$ cat config.mk
export PLATFORM = sky130hd
export DESIGN_NAME = rst_sequencer
export DESIGN_NICKNAME = d
export VERILOG_FILES = /design/src/rtl/rst_sequencer.sv
export SDC_FILE = /design/constraint.sdc
export NUM_CORES = 1
export LEC_CHECK = 0
export BUFFER_PORTS_ARGS = -buffer_cell sky130_fd_sc_hd__clkbuf_2
export CAP_MARGIN = 15
export CELL_PAD_IN_SITES_DETAIL_PLACEMENT = 0
export CELL_PAD_IN_SITES_GLOBAL_PLACEMENT = 1
export CORE_ASPECT_RATIO = 1.1
export CORE_UTILIZATION = 49
export CTS_BUF_LIST = sky130_fd_sc_hd__clkbuf_8
export CTS_CLUSTER_SIZE = 30
export DETAILED_ROUTE_END_ITERATION = 10
export HOLD_SLACK_MARGIN = 0.12
export PLACE_DENSITY = 0.83
export SLEW_MARGIN = 15
export SYNTH_ARGS = -nofsm -noshare
export SYNTH_HDL_FRONTEND = slang
export SYNTH_SLANG_ARGS = --single-unit
$ cat constraint.sdc
create_clock -name clk_100M -period 2.28 [get_ports clk_100M]
set_clock_uncertainty 0.1 [all_clocks]
set_input_delay 0.228 -clock clk_100M [delete_from_list [all_inputs] [get_ports clk_100M]]
set_output_delay 0.228 -clock clk_100M [all_outputs]
set_load 0.01 [all_outputs]
$ cat src/rtl/rst_sequencer.sv
// Reset sequencer: holds NUM_DOMAINS resets until clock lock, releases them in ascending order.
// Optional watchdog reset source is built when URC_RST_WDT_EN is defined.
module rst_sequencer #(
    parameter int SYSCLK_FREQ    = 100_000_000,
    parameter int NUM_DOMAINS    = 4,
    parameter int STAGE_DELAY_US = 10,
    parameter int DEBOUNCE_US    = 1000,
    parameter int SYNC_STAGES    = 2,
    parameter int WDT_TIMEOUT_US = 100_000
) (
    input  logic                   clk_100M,
    input  logic                   sysrstn,
    input  logic                   locked,
    input  logic                   ext_rst_req,
    input  logic                   sw_rst_req,
    input  logic                   wdt_kick,
    output logic [NUM_DOMAINS-1:0] dom_rstn,
    output logic                   all_released,
    output logic [2:0]             rst_cause
);

    localparam int CYC_PER_US      = SYSCLK_FREQ / 1_000_000;
    localparam int STAGE_CYCLES    = CYC_PER_US * STAGE_DELAY_US;
    localparam int DEBOUNCE_CYCLES = CYC_PER_US * DEBOUNCE_US;
    localparam int SCW             = $clog2(STAGE_CYCLES + 1);
    localparam int DBW             = $clog2(DEBOUNCE_CYCLES + 1);
    localparam int IW              = (NUM_DOMAINS > 1) ? $clog2(NUM_DOMAINS) : 1;

    localparam logic [SCW-1:0] STAGE_LAST = SCW'(STAGE_CYCLES - 1);
    localparam logic [DBW-1:0] DEB_MAX    = DBW'(DEBOUNCE_CYCLES);
    localparam logic [IW-1:0]  IDX_LAST   = IW'(NUM_DOMAINS - 1);

    typedef enum logic [2:0] {
        ST_HOLD,
        ST_WAIT_LOCK,
        ST_RELEASE,
        ST_RUN,
        ST_ASSERT
    } state_t;

    typedef enum logic [2:0] {
        CAUSE_POR       = 3'd0,
        CAUSE_LOCK_LOSS = 3'd1,
        CAUSE_EXT       = 3'd2,
        CAUSE_SW        = 3'd3,
        CAUSE_WDT       = 3'd4
    } cause_t;

    state_t               r_state;
    logic [SCW-1:0]       r_cnt;
    logic [IW-1:0]        r_idx;
    logic [SYNC_STAGES-1:0] r_lock_sync;
    logic [SYNC_STAGES-1:0] r_ext_sync;
    logic [DBW-1:0]       r_deb_cnt;

    logic   w_locked_s;
    logic   w_ext_s;
    logic   w_ext_evt;
    logic   w_wdt_expire;
    logic   w_evt;
    cause_t w_cause;

    always_ff @(posedge clk_100M or negedge sysrstn) begin
        if (!sysrstn) begin
            r_lock_sync <= '0;
            r_ext_sync  <= '0;
        end else begin
            r_lock_sync <= {r_lock_sync[SYNC_STAGES-2:0], locked};
            r_ext_sync  <= {r_ext_sync[SYNC_STAGES-2:0], ext_rst_req};
        end
    end

    assign w_locked_s = r_lock_sync[SYNC_STAGES-1];
    assign w_ext_s    = r_ext_sync[SYNC_STAGES-1];

    always_ff @(posedge clk_100M or negedge sysrstn) begin
        if (!sysrstn) begin
            r_deb_cnt <= '0;
        end else if (!w_ext_s) begin
            r_deb_cnt <= '0;
        end else if (r_deb_cnt != DEB_MAX) begin
            r_deb_cnt <= r_deb_cnt + 1'b1;
        end
    end

    assign w_ext_evt = (r_deb_cnt == DEB_MAX);

`ifdef URC_RST_WDT_EN
    localparam int WDT_CYCLES = CYC_PER_US * WDT_TIMEOUT_US;
    localparam int WW         = $clog2(WDT_CYCLES + 1);
    localparam logic [WW-1:0] WDT_LAST = WW'(WDT_CYCLES - 1);

    logic [WW-1:0] r_wdt_cnt;

    always_ff @(posedge clk_100M or negedge sysrstn) begin
        if (!sysrstn) begin
            r_wdt_cnt <= '0;
        end else if (r_state != ST_RUN || wdt_kick) begin
            r_wdt_cnt <= '0;
        end else if (r_wdt_cnt != WDT_LAST) begin
            r_wdt_cnt <= r_wdt_cnt + 1'b1;
        end
    end

    // A kick landing on the expiry cycle suppresses the reset.
    assign w_wdt_expire = (r_state == ST_RUN) && (r_wdt_cnt == WDT_LAST) && !wdt_kick;
`else
    logic w_unused_wdt;
    assign w_unused_wdt = wdt_kick ^ (WDT_TIMEOUT_US == 0);
    assign w_wdt_expire = 1'b0;
`endif

    always_comb begin
        w_evt   = 1'b0;
        w_cause = CAUSE_POR;
        if (r_state == ST_WAIT_LOCK || r_state == ST_RELEASE || r_state == ST_RUN) begin
            if (!w_locked_s && r_state != ST_WAIT_LOCK) begin
                w_evt   = 1'b1;
                w_cause = CAUSE_LOCK_LOSS;
            end else if (w_ext_evt) begin
                w_evt   = 1'b1;
                w_cause = CAUSE_EXT;
            end else if (sw_rst_req) begin
                w_evt   = 1'b1;
                w_cause = CAUSE_SW;
            end else if (w_wdt_expire) begin
                w_evt   = 1'b1;
                w_cause = CAUSE_WDT;
            end
        end
    end

    always_ff @(posedge clk_100M or negedge sysrstn) begin
        if (!sysrstn) begin
            r_state      <= ST_HOLD;
            r_cnt        <= '0;
            r_idx        <= '0;
            dom_rstn     <= '0;
            all_released <= 1'b0;
            rst_cause    <= CAUSE_POR;
        end else if (w_evt) begin
            r_state      <= ST_ASSERT;
            r_cnt        <= '0;
            r_idx        <= '0;
            dom_rstn     <= '0;
            all_released <= 1'b0;
            rst_cause    <= w_cause;
        end else begin
            case (r_state)
                ST_HOLD: begin
                    r_state <= ST_WAIT_LOCK;
                    r_cnt   <= '0;
                end
                ST_WAIT_LOCK: begin
                    dom_rstn <= '0;
                    if (!w_locked_s) begin
                        r_cnt <= '0;
                    end else if (r_cnt == STAGE_LAST) begin
                        r_state <= ST_RELEASE;
                        r_cnt   <= '0;
                        r_idx   <= '0;
                    end else begin
                        r_cnt <= r_cnt + 1'b1;
                    end
                end
                ST_RELEASE: begin
                    if (r_cnt == STAGE_LAST) begin
                        dom_rstn[r_idx] <= 1'b1;
                        r_cnt           <= '0;
                        if (r_idx == IDX_LAST) begin
                            r_state      <= ST_RUN;
                            all_released <= 1'b1;
                        end else begin
                            r_idx <= r_idx + 1'b1;
                        end
                    end else begin
                        r_cnt <= r_cnt + 1'b1;
                    end
                end
                ST_RUN: begin
                    dom_rstn     <= '1;
                    all_released <= 1'b1;
                end
                ST_ASSERT: begin
                    dom_rstn <= '0;
                    // Count saturates so a held button keeps the domains in reset.
                    if (r_cnt != STAGE_LAST) begin
                        r_cnt <= r_cnt + 1'b1;
                    end else if (!w_ext_s) begin
                        r_state <= ST_WAIT_LOCK;
                        r_cnt   <= '0;
                    end
                end
                default: r_state <= ST_HOLD;
            endcase
        end
    end

endmodule

Word level (Yosys, flattened, before mapping)
Index checks and enable logic that the tools add are counted.
- register bits after elaboration: 44
- bits of input ports: 6
- output and inout port bits: 8
- logic and storage cells: 90
- add/sub/neg operators: 3
- order comparisons: 2
- eq/ne operators: 20
- mux-type cells: 39
- bitwise logic cells: 1
- reduce and logical (&&, ||, !) cells: 16
- operator list (cell ; number):
    10-bit 2-to-1 mux ; 5
    10-bit one-hot mux with 4 select lines ; 1
    17-bit 2-to-1 mux ; 2
    3-bit 2-to-1 mux ; 7
    2-bit 2-to-1 mux ; 9
    17-bit by 1-bit adder with 17-bit output, second input constant ; 1
    17-bit equality test, second input constant ; 1
    17-bit != test, second input constant ; 1
    3-bit one-hot mux with 5 select lines ; 1
    3-bit != test, second input constant ; 4
    4-bit one-hot mux with 3 select lines ; 1
    10-bit by 1-bit adder with 10-bit output, second input constant ; 1
    10-bit equality test, second input constant ; 1
    10-bit != test, second input constant ; 1
    3-bit by 2-bit != test with 1-bit output, second input constant ; 3
    1-bit 2-to-1 mux ; 8
    4-bit 2-to-1 mux ; 2
    7-bit AND reduction ; 1
    3-bit by 2-bit equality test with 1-bit output, second input constant ; 2
    3-bit nonzero test ; 2
    5-bit AND reduction ; 1
    5-bit nonzero test ; 1
    4-bit != test, second input constant ; 1
    4-bit OR ; 1
    other kinds (20) ; 23

Depth between registers and ports, before layout
- depth in word-level cells: 8
- mapped depth: 8
- depth with buffers taken out: 7

Worst setup path after synthesis
No wires, ideal clock.
- kind: reg-to-reg
- from: reg r_deb_cnt[0]
- to: reg r_cnt[0]
- setup time: 0.125 ns
- data arrival time: 1.794 ns
- required time: 2.055 ns
- setup slack: 0.261 ns
- cell stages (with the launch flop): 9
- buffers on the path: 1
- clock period less this slack: 2.019 ns
- path through: dfrtp_1 > inv_1 > ha_1 > and4bb_2 > a41oi_2 > a32oi_4 > buf_6 > nor2_2 > mux2_2
- cells in the longest elaborated chain, start to end: 6
- elaborated cells between the ends (all ways): 8
- those cells by class: 2 x eq/ne; 4 x mux; 2 x reduce/logical
- RTL lines (item ; RTL line ; RTL):
    start, declared ; 54 ; logic [DBW-1:0] r_deb_cnt;
    start signal, assigned ; 82 ; r_deb_cnt <= r_deb_cnt + 1'b1;
    17-bit equality test * ; 86 ; assign w_ext_evt = (r_deb_cnt == DEB_MAX);
    1-bit 2-to-1 mux * ; 120 ; end else if (w_ext_evt) begin
    1-bit 2-to-1 mux * ; 117 ; if (!w_locked_s && r_state != ST_WAIT_LOCK) begin
    1-bit 2-to-1 mux * ; 116 ; if (r_state == ST_WAIT_LOCK || r_state == ST_RELEASE || r_state == ST_RUN) begin
    4-bit != test (no source line) or 5-bit nonzero test (tied branches) ; n/a ;
    2-bit AND reduction (no source line) ; n/a ;
    end signal, assigned ; 163 ; r_cnt <= r_cnt + 1'b1;
    end signal, assigned ; 177 ; r_cnt <= r_cnt + 1'b1;
    end signal, assigned ; 188 ; r_cnt <= r_cnt + 1'b1;
    end, declared ; 50 ; logic [SCW-1:0] r_cnt;
Every way passes the cells marked *; elsewhere a longest branch is shown, timed or not.
A chain may end at the register's enable or synchronous reset.

Final worst setup path
- from: reg r_deb_cnt[0]
- to: reg r_cnt[3]
The elaborated chain is that of the path after synthesis.

==> results.md <==
- The run finished with clean final reports.
- The die is 75.2 um tall.
- The number of nets in the synthesized netlist is 254.
- The distinct cell type count after synthesis is 51.
- The number of nets in the layout is 275.
- The clock period minus worst slack is 2.13 ns.
- The via count of the first global-routing pass is 1615.
- The aggregate global-route resource usage is 0.195.
- Setup repair after global routing left no endpoint under its margin.
- In the finished design, the share of the clock period the worst path needs comes to 0.932.
- The end of the worst register-to-register path is r_cnt[3]$_DFFE_PN0P_.
- The sum of internal, switching and leakage power is 2.11 mW.
- The number of top-level design ports is 14.
- The number of violations of the max-capacitance limit is 0.
- The classification of the worst-slack hold path is input pin to flop.
- 0 antenna diodes ended up in the layout.
- The detailed-route vias per instance is 5.75.
- The die outline width is 68.5 um.
- The beginning of the worst hold path is sw_rst_req.
- The post-detailed-placement half-perimeter wirelength is 3.23 mm.
- The top cell types in the final layout, fill and taps aside, are dfrtp_1 (43), and2_1 (21), nor2_1 (18).
- On the critical path the largest part of the delay comes from compound AO/OA/AOI/OAI gates.
- The total global routing overflow is 0.
- IR analysis of the VDD net gives a maximum drop of 0.553 mV.
- Summing over every cut layer, the via total after detailed routing is 1833.
- The total negative setup slack is 0 ns.
- Clock tree synthesis selected as its root buffer the cell clkbuf_8.
- After synthesis, the cell types taking the most area are dfrtp_1 (45%), and2_1 (5.5%), ha_1 (3.7%).
- dfrtp_1 takes more of the synthesized area than any other cell.
- The CTS tree is built.
- Among all flip-flop cells after synthesis, the most frequent one is dfrtp_1.
- In the final layout, the share of cells above drive strength 1 is 0.137.
- The worst setup path is launched from a flop.
- The wire length of the first global-routing pass is 7.31 mm.
- Setup violations remaining at the end of the flow were counted as 0.
- Synthesis inferred 43 register bits.
- The floorplan step defined a die boundary enclosing 0.00515 mm^2.
- The core area is 0.00465 mm^2.
- After detailed routing, the average wire length per cell comes to 14.0 um.
- The H-tree was split into 2 levels.
- Compared with the post-synthesis result, the final layout area differs by 11.5%.
- For the pin with the worst max-slew slack, the measured transition is 0.553 ns.
- The worst setup path is captured at a flop.
- The initial antenna violation count is 0.
- The DRC violations left is 0.
- Across all register-to-register paths, the minimum setup slack is 0.15 ns.
- The relative max-transition margin is 0.628.
- In this run the post-CTS setup repair buffer count came out at 0.
- The remaining antenna violation count is 0.
- Counting flops with an async set or reset pin after synthesis yields a share of 1.00.
- The number of instances on the worst hold path is 3.
- The portion of the post-synthesis area used by sequential elements is 0.451.
- The number of enable-type register cells in the synthesized netlist is 0.
- The clock reaches the later pin of the worst-skew pair after 0.30 ns.
- The starting density of the core is 0.512.
- In this run the tool buffered the top-level ports with 11 buffer cells.
- For hold timing, the worst endpoint is rst_cause[0]$_DFFE_PN0N_.
- The number of standard cells after synthesis is 241.
- The count of endpoints failing hold in the final timing report is 0.
- The signal on the critical path passes through inv_1, ha_1, and4bb_2, a41oi_2, a32oi_4, buf_12, nor4b_1, a211o_1.
- The maximum buffer depth of the clock tree is 2.
- The number of cells traversed by the worst register-to-register path is 8.
- The wire length reported by the detailed router is 4.46 mm.
- The source of the worst register-to-register timing path is r_deb_cnt[0]$_DFFE_PN0P_.
- The iteration count of the initial detailed-routing pass is 4.
- The detailed router's first-iteration violation count is 64.
- The number of clock sinks is 43.
- Entering global routing, the biggest net connects 30 pins.
- The peak fanout along the critical path is 16.
- The most frequent standard cell in the layout excluding fill and tap cells is dfrtp_1.
- The max-slew violation count came to 0.
- The critical path is of the flop to flop type.
- After clock tree synthesis, the clock-pin slew on the worst setup and hold paths is 0.08 ns.
- The cell leakage power is 1.20 nW.
- TritonCTS created 5 clock buffers.
- The area of the mapped netlist is 0.00238 mm^2.
- The required time of the critical path is 2.36 ns.
- The upper clock frequency limit is 0.470 GHz.
- The number of placement rows is 26.
- The synthesized area divided by synthesized cell count is 9.89 um^2.
- The delay of the slowest critical-path stage is 0.41 ns.
- Of the post-synthesis cell area, the dominant cell type holds 0.451.
- The number of synthesis warnings is 0.
- The cell type of the slowest stage on the worst timing path is dfrtp_1.
- At the end of routability-driven placement, the weighted congestion stood at 0.828.
- The power density over the cells is 795 mW/mm^2.
- The count of buffering cells on the critical path with inverters included is 2.
- STA puts the critical path data arrival time at 2.21 ns.
[Yosys cell counts (all sizes together), types with 3 or more instances]
master and number:
a311oi 4, and3 6, a211o 7, nor2 19, nand4 8, ha 7
nand3 13, nand2b 6, buf 3, nor3 11, inv 7, a21oi 7
nor4b 3, o21ai 9, and4bb 3, and2 21, clkbuf 6, xnor2 10
nand2 14, dfrtp 43, xor2 4, nor3b 4
[worst max-delay path by stage]
stage,start,to,slack (ns),depth (start not counted)
floorplan,r_deb_cnt[0]$_DFFE_PN0P_,r_cnt[0]$_DFFE_PN0P_,0.26,8
global placement,r_deb_cnt[0]$_DFFE_PN0P_,r_cnt[3]$_DFFE_PN0P_,0.18,8
detailed placement,r_deb_cnt[0]$_DFFE_PN0P_,r_cnt[6]$_DFFE_PN0P_,0.16,8
CTS,r_deb_cnt[0]$_DFFE_PN0P_,r_cnt[6]$_DFFE_PN0P_,0.13,8
global route,r_deb_cnt[0]$_DFFE_PN0P_,r_cnt[2]$_DFFE_PN0P_,0.04,8
finish,r_deb_cnt[0]$_DFFE_PN0P_,r_cnt[3]$_DFFE_PN0P_,0.15,8
[routing by layer]
metal | up-vias | GRT usage | wire length, um | part of all wire
li1 | 916 | - | - | -
met1 | 883 | 0.249 | 2150 | 0.48
met2 | 25 | 0.324 | 2110 | 0.47
met3 | 9 | 0.0318 | 113 | 0.025
met4 | 0 | 0.0833 | 93 | 0.021
met5 | - | 0 | 0 | 0
[layout make-up]
| class | instances | area (um^2) |
|---|---|---|
| fillers | 436 | 1990 |
| multi-input cells | 182 | 1230 |
| flip-flops and latches | 43 | 1080 |
| repair buffers | 23 | 165 |
| well taps | 56 | 70.1 |
| clock buffers | 5 | 68.8 |
| inverters | 7 | 26.3 |
| clock inverters | 3 | 16.3 |
[stage by stage]
| stage | setup slack (ns) | util | cell area [um^2] | std cells | hold slack (ns) |
|---|---|---|---|---|---|
| floorplan | 0.261 | - | 2380 | 241 | -0.168 |
| global placement | 0.179 | 0.547 | 2540 | 308 | 0.0630 |
| finish | 0.154 | 0.571 | 2660 | 319 | 0.200 |
| detailed placement | 0.156 | 0.547 | 2540 | 308 | 0.0636 |
| CTS | 0.131 | 0.571 | 2660 | 319 | 0.187 |
| global route | 0.0397 | 0.571 | 2660 | 319 | 0.209 |
[worst register-to-register path: stages (launching register included)]
cell	delay [ns]
dfrtp_1	0.41
inv_1	0.10
ha_1	0.14
and4bb_2	0.26
a41oi_2	0.20
a32oi_4	0.31
buf_12	0.18
nor4b_1	0.06
a211o_1	0.26
[where the power goes]
part / switching (mW) / internal, mW
combinational: 0.394 / 0.303
clock: 0.264 / 0.210
sequential: 0.0835 / 0.859
total: 0.741 / 1.37
[state kept, by name (all words and copies together) (netlist names), 2 cells and up]
| register | cells |
|---|---|
| r_deb_cnt | 17 |
| dom_rstn | 4 |
| r_lock_sync | 2 |
| rst_cause | 2 |
| r_state | 3 |
| r_idx | 2 |
| r_cnt | 10 |
| r_ext_sync | 2 |
[what timing repair did]
action	CTS	global route
resized for setup	0	0
hold buffers	3	0
endpoints found under the hold margin	16	0
[cells by family after synthesis]
group / synth area share
muxes: 0.00892
buffers and inverters: 0.0304
adders and majority gates: 0.0367
DFF: 0.451
AOI/OAI and AO/OA: 0.135
and+or+nand+nor: 0.285
xor gates and xnor gates: 0.0514
other: 0.00157
(Power assumes the default switching activity.)
